`src/rtl/frame_buf_pkg.sv`:
```
// frame_buf_pkg: level constants, state encoding and clog2 shared by the frame buffer clients
package frame_buf_pkg;
  localparam logic ASSERT = 1'b1;
  localparam logic DEASSERT = 1'b0;
  typedef enum logic [1:0] {IDLE, FETCH, DRAIN} fb_state_e;
  function automatic int clog2(input int v);
    int r = 0;
    while ((1 << r) < v) r++;
    return r;
  endfunction
endpackage

```
`src/rtl/sync_fifo.sv`:
```
// sync_fifo: single-clock show-ahead FIFO; DEPTH must be a power of 2
module sync_fifo
  import frame_buf_pkg::*;
#(
  parameter int WIDTH = 32,
  parameter int DEPTH = 4
) (
  input  logic                        clk,
  input  logic                        rst,
  input  logic                        push,
  input  logic [WIDTH-1:0]            wdata,
  input  logic                        pop,
  output logic [WIDTH-1:0]            rdata,
  output logic [clog2(DEPTH+1)-1:0]   count,
  output logic                        empty,
  output logic                        full
);
  localparam int AW = clog2(DEPTH);
  localparam int CW = clog2(DEPTH + 1);
  logic [WIDTH-1:0] mem_q [DEPTH];
  logic [AW-1:0] wp_q, wp_d, rp_q, rp_d;
  logic [CW-1:0] count_q, count_d;
  always_comb begin
    wp_d = push ? wp_q + AW'(1) : wp_q;
    rp_d = pop ? rp_q + AW'(1) : rp_q;
    count_d = count_q + CW'(push) - CW'(pop);
  end
  always_ff @(posedge clk) begin
    if (rst) begin
      wp_q <= '0;
      rp_q <= '0;
      count_q <= '0;
    end else begin
      wp_q <= wp_d;
      rp_q <= rp_d;
      count_q <= count_d;
    end
  end
  always_ff @(posedge clk) begin
    if (push) mem_q[wp_q] <= wdata;
  end
  assign rdata = mem_q[rp_q];
  assign count = count_q;
  assign empty = count_q == '0;
  assign full = count_q == CW'(DEPTH);
endmodule

```
`src/rtl/frame_buf_reader.sv`:
```
// frame_buf_reader: fetches one frame from the frame buffer and streams it out with sof/eof
module frame_buf_reader
  import frame_buf_pkg::*;
#(
  parameter int DATA_WIDTH = 32,
  parameter int FRAME_LEN = 8,
  parameter int FIFO_DEPTH = 4,
  parameter int RD_LAT = 1
) (
  input  logic                  clk,
  input  logic                  reset,
  input  logic                  start,
  output logic                  fb_rd_en_l,
  input  logic [DATA_WIDTH-1:0] fb_rd_data,
  input  logic                  fb_rd_valid,
  output logic [DATA_WIDTH-1:0] m_data,
  output logic                  m_valid,
  input  logic                  m_ready,
  output logic                  m_sof,
  output logic                  m_eof,
  output logic                  busy,
  output logic                  frame_done
);
  localparam int IW = clog2(FRAME_LEN + 1);
  localparam int CW = clog2(FIFO_DEPTH + 1);
  localparam logic [IW-1:0] LEN = IW'(FRAME_LEN);
  localparam logic [IW-1:0] LAST = IW'(FRAME_LEN - 1);
  localparam logic [CW:0] CREDITS = (CW + 1)'(FIFO_DEPTH);
  fb_state_e state_q, state_d;
  logic [IW-1:0] issued_q, issued_d, accepted_q, accepted_d;
  logic [CW-1:0] outstanding_q, outstanding_d, fifo_count;
  logic done_q, done_d;
  logic req, push, pop, last, empty, full;
  logic [DATA_WIDTH-1:0] head;
  sync_fifo #(.WIDTH(DATA_WIDTH), .DEPTH(FIFO_DEPTH)) u_fifo (
    .clk(clk), .rst(reset), .push(push), .wdata(fb_rd_data), .pop(pop),
    .rdata(head), .count(fifo_count), .empty(empty), .full(full)
  );
  // Requests are credited against in-flight responses plus queued words, so the FIFO cannot overflow.
  always_comb begin
    req = state_q == FETCH && issued_q < LEN && {1'b0, outstanding_q} + {1'b0, fifo_count} < CREDITS;
    push = fb_rd_valid && outstanding_q != '0;
    pop = !empty && m_ready;
    last = pop && accepted_q == LAST;
    issued_d = state_q == IDLE ? '0 : issued_q + IW'(req);
    accepted_d = state_q == IDLE ? '0 : accepted_q + IW'(pop);
    outstanding_d = state_q == IDLE ? '0 : outstanding_q + CW'(req) - CW'(push);
    done_d = last ? ASSERT : DEASSERT;
  end
  always_comb begin
    state_d = state_q == IDLE ? (start ? FETCH : IDLE)
            : last ? IDLE
            : state_q == FETCH && issued_d == LEN ? DRAIN : state_q;
  end
  always_ff @(posedge clk) begin
    if (reset) begin
      state_q <= IDLE;
      issued_q <= '0;
      accepted_q <= '0;
      outstanding_q <= '0;
      done_q <= DEASSERT;
    end else begin
      state_q <= state_d;
      issued_q <= issued_d;
      accepted_q <= accepted_d;
      outstanding_q <= outstanding_d;
      done_q <= done_d;
    end
  end
  always_comb begin
    fb_rd_en_l = !req;
    m_valid = !empty;
    m_data = m_valid ? head : '0;
    m_sof = m_valid && accepted_q == '0;
    m_eof = m_valid && accepted_q == LAST;
    busy = state_q != IDLE;
    frame_done = done_q;
  end
  // A credited response must answer the request made RD_LAT cycles earlier.
  assert property (@(posedge clk) disable iff (reset) push |-> $past(req, RD_LAT));
  assert property (@(posedge clk) disable iff (reset) !(push && full && !pop));
endmodule
```
`config.mk`:
```
export PLATFORM = sky130hd
export DESIGN_NAME = frame_buf_reader
export DESIGN_NICKNAME = d
export VERILOG_FILES = /design/src/rtl/frame_buf_pkg.sv /design/src/rtl/sync_fifo.sv /design/src/rtl/frame_buf_reader.sv
export SDC_FILE = /design/constraint.sdc
export NUM_CORES = 1
export LEC_CHECK = 0
export ABC_AREA = 1
export CORE_ASPECT_RATIO = 0.9
export CORE_MARGIN = 1
export CORE_UTILIZATION = 30
export CTS_CLUSTER_DIAMETER = 60
export CTS_CLUSTER_SIZE = 24
export DETAILED_ROUTE_END_ITERATION = 6
export GPL_ROUTABILITY_DRIVEN = 1
export PLACE_DENSITY = 0.55
export REMOVE_ABC_BUFFERS = 1
export SYNTH_ARGS = -nofsm -noshare
export SYNTH_HDL_FRONTEND = slang
export SYNTH_HIERARCHICAL = 1
export SYNTH_SLANG_ARGS = --single-unit
```
`constraint.sdc`:
```
create_clock -name clk -period 3.08 [get_ports clk]
set_clock_uncertainty 0.2 [all_clocks]
set_input_delay 0.616 -clock clk [delete_from_list [all_inputs] [get_ports clk]]
set_output_delay 0.616 -clock clk [all_outputs]
set_load 0.02 [all_outputs]
```
# After elaboration in Yosys (flattened, before gate mapping)

Memory sizes are Yosys's and may differ from the RTL's. A register that Yosys moved wholly into a read port is not among the register bits.
Index checks and enable logic that the tools add are counted.

Muxes and demuxes: 11
Magnitude comparators: 2
Reductions and logical operators: 17
Equality and inequality tests: 3
Add/subtract/negate cells: 9

Operator list:

| cell                | number |
|---|---|
| $mux 32             | 1 |
| $mux 2              | 5 |
| $add 4x1->4         | 2 |
| $logic_and 1x1->1   | 8 |
| $add 3x1->3         | 2 |
| $reduce_bool 3->1   | 2 |
| $sub 3x1->3         | 2 |
| $add 2x1->2 const B | 2 |
| $add 3x3->4         | 1 |
| $eq 4x3->1 const B  | 1 |
| $eq 4x4->1 const B  | 1 |
| $logic_not 4->1     | 1 |
| $lt 4x3->1 const B  | 1 |
| $lt 4x4->1 const B  | 1 |
| $mux 1              | 4 |
| $mux 4              | 1 |
| $logic_not 3->1     | 1 |
| $eq 2x1->1 const B  | 1 |
| $logic_not 1->1     | 2 |
| $logic_not 2->1     | 1 |
| $reduce_bool 2->1   | 1 |
| $reduce_or 2->1     | 1 |

RAM bits: 128
Output and inout bits: 38
Memories kept: 1
Register bits: 21
Logic and storage cells: 51
Input bits: 37

Memory list:

| name         | depth | width | read ports | clocked after Yosys merged registers in | write ports | RTL line        | source |
|---|---|---|---|---|---|---|---|
| u_fifo.mem_q | 4     | 32    | 1          | 1                                       | 1           | sync_fifo.sv:20 | `logic [WIDTH-1:0] mem_q [DEPTH];` |

# Longest topological paths before layout

Depth after elaboration: 10
Mapped depth: 14
Gate-level depth less buffers: 14

# Modules after synthesis

The synthesis kept the hierarchy.

Modules (own cells, without submodules):

| module           | cells an instance | instances | area each (um^2) | seq. area each (um^2) |
|---|---|---|---|---|
| sync_fifo        | 429               | 1         | 5505.3           | 4023.9 |
| frame_buf_reader | 163               | 1         | 1017.2           | 280.3 |

# Least setup slack after synthesis

OpenSTA, ideal clock, no wires.

Path type: flip-flop to flip-flop
Start: register outstanding_q[2]
End: register outstanding_q[2]
Data required time: 2.764 ns
Path slack: 0.685 ns
Data arrival time: 2.080 ns
Path buffers: 0
Library setup time: 0.116 ns
Stages on the path, launching flop included: 11
Clock period less this slack: 2.395 ns
Cells stage by stage: dfxtp_1 ha_1 nor3_1 and3_1 inv_1 ha_1 inv_1 ha_1 fa_1 xnor2_1 nor2_1

Word-level cells in the longest chain between the ends: 5

RTL lines:

| what                   | RTL line               | source |
|---|---|---|
| from (decl)            | frame_buf_reader.sv:31 | `logic [CW-1:0] outstanding_q, outstanding_d, fifo_count;` |
| from (signal assigned) | frame_buf_reader.sv:66 | `outstanding_q <= outstanding_d;` |
| $add 3x3->4            | frame_buf_reader.sv:41 | `req = state_q == FETCH && issued_q < LEN && {1'b0, outstanding_q} + {1'b0, fifo_count} < CREDITS;` |
| $lt 4x3->1             | frame_buf_reader.sv:41 |  |
| $logic_and 1x1->1      | frame_buf_reader.sv:41 |  |
| $add 3x1->3            | frame_buf_reader.sv:47 | `outstanding_d = state_q == IDLE ? '0 : outstanding_q + CW'(req) - CW'(push);` |
| $sub 3x1->3 (*)        | frame_buf_reader.sv:47 |  |

Mark *: on every way between the ends. The rest lies on a longest branch, timed or not.
A chain may end at the register's enable or synchronous reset.

==> metrics.md <==
| Metric | Value |
|---|---|
| Vias after detailed routing | approximately 4100 |
| NumNets Final | about 730 |
| Layout cells sized above 1 | ~10% |
| Final setup violation count | 0 |
| Synth Instances | about 590 |
| Largest net degree at the start of global routing | 38 |
| Type of origin of the critical path | flip-flop |
| Yosys warns | 6 |
| Post-Route WL | between 10000 and 15000 µm |
| Initial antenna violation count | 1 |
| Core Util, Final | 39.38% |
| HPWL Detailed | roughly 8000 µm |
| Area grow syn2layout | 26.99% |
| Slew Limit Headroom | around three quarters |
| Diodes inserted | 0 |
| Hold WC Path Type | flip-flop to flip-flop |
| Worst-path clk slew | roughly 60 ps |
| Pre-CTS setup slack | between 300 and 400 ps |
| CORE AREA | between 20000 and 25000 µm² |
| Total CTS buffers | 17 |
| Sink Count | approximately 150 |
| Final hold violation count | 0 |
| CTS Root Buffer Type | clkbuf_16 |
| Critical path class | flip-flop to output port |
| Starting density of the core | between 30% and 40% |
| Pwr Density | around 760 nW/µm² |
| Status | finished, final reports clean |
| Req. time, crit path | around 2300 ps |
| Fin. max-slew vios | 0 |
| Vias in the first global route | 3916 |
| H-tree depth | 4 |
| CP arrival | approximately 2100 ps |
| Fin crit share | between 90% and 100% |
| I/O pin total | 75 |
| CP Capture Type | output port |
| Final WS setup | ~130 ps |
| First-pass GRT wire length | approximately 20000 µm |
| Worst-Skew Late Latency | 410 ps |
| Worst-case clock buffer depth | 2 |
| Average size of a mapped cell | 11.03 µm² |
| Peak supply drop | 356.1 µV |
| Final min period | between 2000 and 3000 ps |
| TritonRoute pass-1 iters | 4 |
| Post-synthesis instance area | roughly 6500 µm² |
| Peak fanout along the critical path | 14 |
| Actual slew at the worst max-slew pin | roughly 380 ps |
| Die W | 157.4 µm |
| Global-route usage over all layers | about an eighth |
| DRC | 0 |
| TritonCTS clock tree | yes |
| Cts hold-fix bufs | 0 |
| Max-cap violations | 0 |
| IO buf count | 74 |
| Post-DRT Antenna Nets | 0 |
| Die ar. | 22320 µm² |
| Leakage | 3.318 nW |
| Reg2reg setup slack | roughly 590 ps |
| Grt ovf | 0 |
| Wire per inst | between 10 and 15 µm |
| Unrepaired setup endpoints after global routing | no |
| Drt initial violations | between 200 and 250 |
| Die H | 141.8 µm |
| Gp weighted congestion | between 0.7 and 0.8 |
| Via/cell ratio | approximately 4.2 |
| # rows | 50 |
| Achievable Freq | 0.3386 GHz |
## per-layer routing
metal	GRT usage [%]	share of wire [%]	wire (µm)	vias to the layer above
met5	0	0.10	13	-
met4	2.913	0.76	95	2
met3	5.040	6.3	791	12
met2	18.26	44	5546	81
met1	15.81	49	6095	1853
li1	-	-	-	2111
## cell usage in the layout, fill, tap and decap left out, types with 2 or more instances in the layout
cell type	n
nor3_2	2
edfxtp_1	128
clkbuf_16	17
inv_6	4
nand2_2	2
o211ai_1	32
fa_1	2
bufinv_16	3
nor3_1	3
inv_2	8
xnor2_1	3
inv_1	125
nand3_1	4
clkdlybuf4s50_1	67
nand2_1	84
clkinvlp_4	2
nor2_2	4
nor2_1	49
ha_1	14
buf_4	12
buf_12	6
dlymetal6s2s_1	6
o21ai_0	28
o21ai_1	8
a21oi_2	2
clkinv_1	2
a21oi_1	39
dfxtp_4	2
dfxtp_1	21
## per-stage QoR
stage / instance area (µm²) / total power, W / TNS [ps] / std cells / hold WS, ps
after floorplan: 6316 / 0.003365 / -25840 / 566 / 235.6
after global placement: 7635 / 0.004224 / 0 / 944 / 246.7
after detailed placement: 7635 / 0.004231 / 0 / 944 / 253.4
after CTS: 8247 / 0.006383 / 0 / 976 / 268.5
after global routing: 8278 / 0.006639 / 0 / 977 / 302.8
final: 8278 / 0.006287 / 0 / 977 / 266.5
## worst max-delay path, stage by stage, from the launching register on
cell and delay [ps]:
dfxtp_4 430, clkbuf_8 200, a21oi_1 140, o21ai_1 80
nand2_1 90, inv_1 70, nor2_1 110, clkdlybuf4s50_1 610
## where the power goes
part	switching, W	total [W]	internal, W	leakage (nW)
combinational	0.00105	0.00186	0.000802	1.69
clock	0.000828	0.00211	0.00128	0.288
sequential	0.0000657	0.00233	0.00226	1.34
## layout make-up
type | count | area [µm²]
timing repair buffer | 94 | 993.5
tap | 286 | 357.8
sequential | 151 | 4312
fill | 2053 | 12740
clock inverter | 14 | 172.7
clock buffer | 17 | 425.4
inverter | 133 | 499.2
multi-input combinational | 282 | 1518
## path summary, 6_finish.rpt
kind                                    start                           to  depth (start not counted)
setup reg to reg   u_fifo/count[2]$_SDFF_PP0_  outstanding_q[2]$_SDFF_PP0_                         10
setup / recovery                    flip-flop                   m_data[13]                          7
hold reg to reg   u_fifo/rp_q[1]$_SDFFE_PP0P_                    flip-flop                          2
hold / removal    u_fifo/rp_q[1]$_SDFFE_PP0P_                    flip-flop                          2
## sequential cells by signal, indices dropped and copies added, names as in the netlist, named ones only
register and count:
u_fifo/mem_q 128, accepted_q 4, issued_q 4, outstanding_q 3, u_fifo/count 3, state_q 2, u_fifo/rp_q 2, u_fifo/wp_q 2
frame_done 1
## timing repair
| action | CTS | global route |
|---|---|---|
| setup endpoints to repair | 23 | 31 |
| gates resized for setup | 1 | 7 |
| pin swaps | 0 | 0 |
| buffers inserted | 1 | 1 |
No activity file was read; power rests on OpenSTA's default activity.
==> variant: new RTL, same flow settings <==
The 3 states of `fb_state_e` get a one-hot encoding in 3 bits.
--- a/src/rtl/frame_buf_pkg.sv
+++ b/src/rtl/frame_buf_pkg.sv
@@ -2,7 +2,7 @@
 package frame_buf_pkg;
   localparam logic ASSERT = 1'b1;
   localparam logic DEASSERT = 1'b0;
-  typedef enum logic [1:0] {IDLE, FETCH, DRAIN} fb_state_e;
+  typedef enum logic [2:0] {IDLE = 3'b001, FETCH = 3'b010, DRAIN = 3'b100} fb_state_e;
   function automatic int clog2(input int v);
     int r = 0;
     while ((1 << r) < v) r++;
Check against the original RTL: no difference found for any inputs over 10 cycles, from zero or initial values and one cycle with reset high; not proved beyond that.
==> variant against the original RTL <==
Clock power decreased by 3%. Global-route usage increased by 0.23 points. Combinational power increased by 18%. Non-clock buffer count shrank 2. Design area increased by 0.71%. Maximum frequency up 0.21%. Power increased by 5.0%. Synthesized area rose by 0.52%. Sequential cell count grew 1. Wire length fell by 0.35%. Setup slack better by 0.0061 ns. Critical path type unchanged. Critical endpoint is now m_data[6].
==> variant: results (changes against the original RTL) <==
[outcome]
status=finished, final reports clean

[layout]
fin_cells=980  ; +0.31%
nets=734  ; +0.27%
nFillCells=2053  ; unchanged
top_regs=u_fifo/mem_q (128), accepted_q (4), issued_q (4)
n_antenna_cell=0  ; unchanged
layout-drive-gt1-share=0.0893  ; -0.0134

[clock_tree]
path_clk_slew_ns=0.06  ; about the same
clock_latency_ns=0.42
cts_root_buffer=clkbuf_16
cts_buffers=17  ; unchanged
cts_max_path_buffers=2  ; unchanged
ctsHtreeMaxLevel=4  ; unchanged

[timing]
holdWs_ns=0.263  ; -0.00377 ns
relSlewSlack=0.717  ; -0.0315
timing.final.ws_setup_ns=0.133  ; +0.00608 ns

[synth]
syn_avg_cell_area_um2=11.0  ; -0.16%
yosys_warnings=6  ; unchanged

[setup_path]
crit_slowest_cell=clkdlybuf4s50_1
worstPathArrival_ns=2.13
critical_path.max_stage_delay_ns=0.63  ; +0.02 ns
r2r_slack_ns=0.32  ; -0.27 ns
crit_path_max_fanout=26  ; +12

[routing]
drt_iter0_markers=172  ; -20%
routed_wl_mm=12.5  ; -0.35%
via_per_inst=4.17  ; +0.38%
dr.pass1.iters=4  ; unchanged

[grt]
antenna_found_initial=1  ; unchanged
grt_pass1_vias=3949  ; +0.84%
grt_max_degree=39  ; +2.6%
grt_pass1_wl_mm=20.3  ; +1.5%
grt_use_total=0.123  ; +0.00234

[power]
irDropWorstVdd_mv=0.413  ; +16%
p_leak_nw=3.31  ; -0.15%

[place]
place_congestion=0.723  ; -2.6%
dp_cells=944  ; unchanged
portBuffers=74  ; unchanged
hpwlAfterDp_mm=7.55  ; -4.4%
placed_cell_area_um2=7680  ; +0.54%
place_ws_ns=0.312  ; -0.0709 ns

[worst_hold_path]
hp-class=reg2reg

-- variant: final timing paths --
check | start | endpoint | cells after the start
setup / recovery | flip-flop | m_data[6] | 7
hold / removal | u_fifo/rp_q[1] | flip-flop | 2
setup reg to reg | u_fifo/count[2] | outstanding_q[2] | 11
hold reg to reg | u_fifo/rp_q[1] | flip-flop | 2
-- variant: area by class of cell --
type / count / area (µm²) / share of cell area
well taps: 286 / 358 / 0.0429
inverters: 133 / 499 / 0.0599
clock buffers: 18 / 429 / 0.0515
clock inverters: 14 / 161 / 0.0194
repair buffers: 92 / 1030 / 0.123
flip-flops and latches: 152 / 4330 / 0.520
multi-input cells: 285 / 1530 / 0.184
-- variant: critical path, delay by kind of cell (launching register included) --
| family | cells | cell delay, ns |
|---|---|---|
| flops | 1 | 0.43 |
| simple gates | 2 | 0.20 |
| buf+inv | 3 | 0.85 |
| compound gates | 2 | 0.21 |
-- variant: routing by layer --
layer | GRT usage | share of wire | vias up
met5 | 0 | 0.00088 | -
met4 | 0.0383 | 0.011 | 2
met3 | 0.0451 | 0.054 | 15
met2 | 0.193 | 0.46 | 72
met1 | 0.156 | 0.47 | 1865
li1 | - | - | 2133
-- variant: report_power, final --
part	total, mW	switching [mW]	internal (mW)	leakage, nW
Clock	2.05	0.841	1.21	0.279
Sequential	2.36	0.0700	2.29	1.35
Combinational	2.19	1.24	0.953	1.69
-- variant: what timing repair did --
item,in CTS,in global routing
resized for setup,2,6
setup buffers,1,3
setup endpoints to repair,25,29
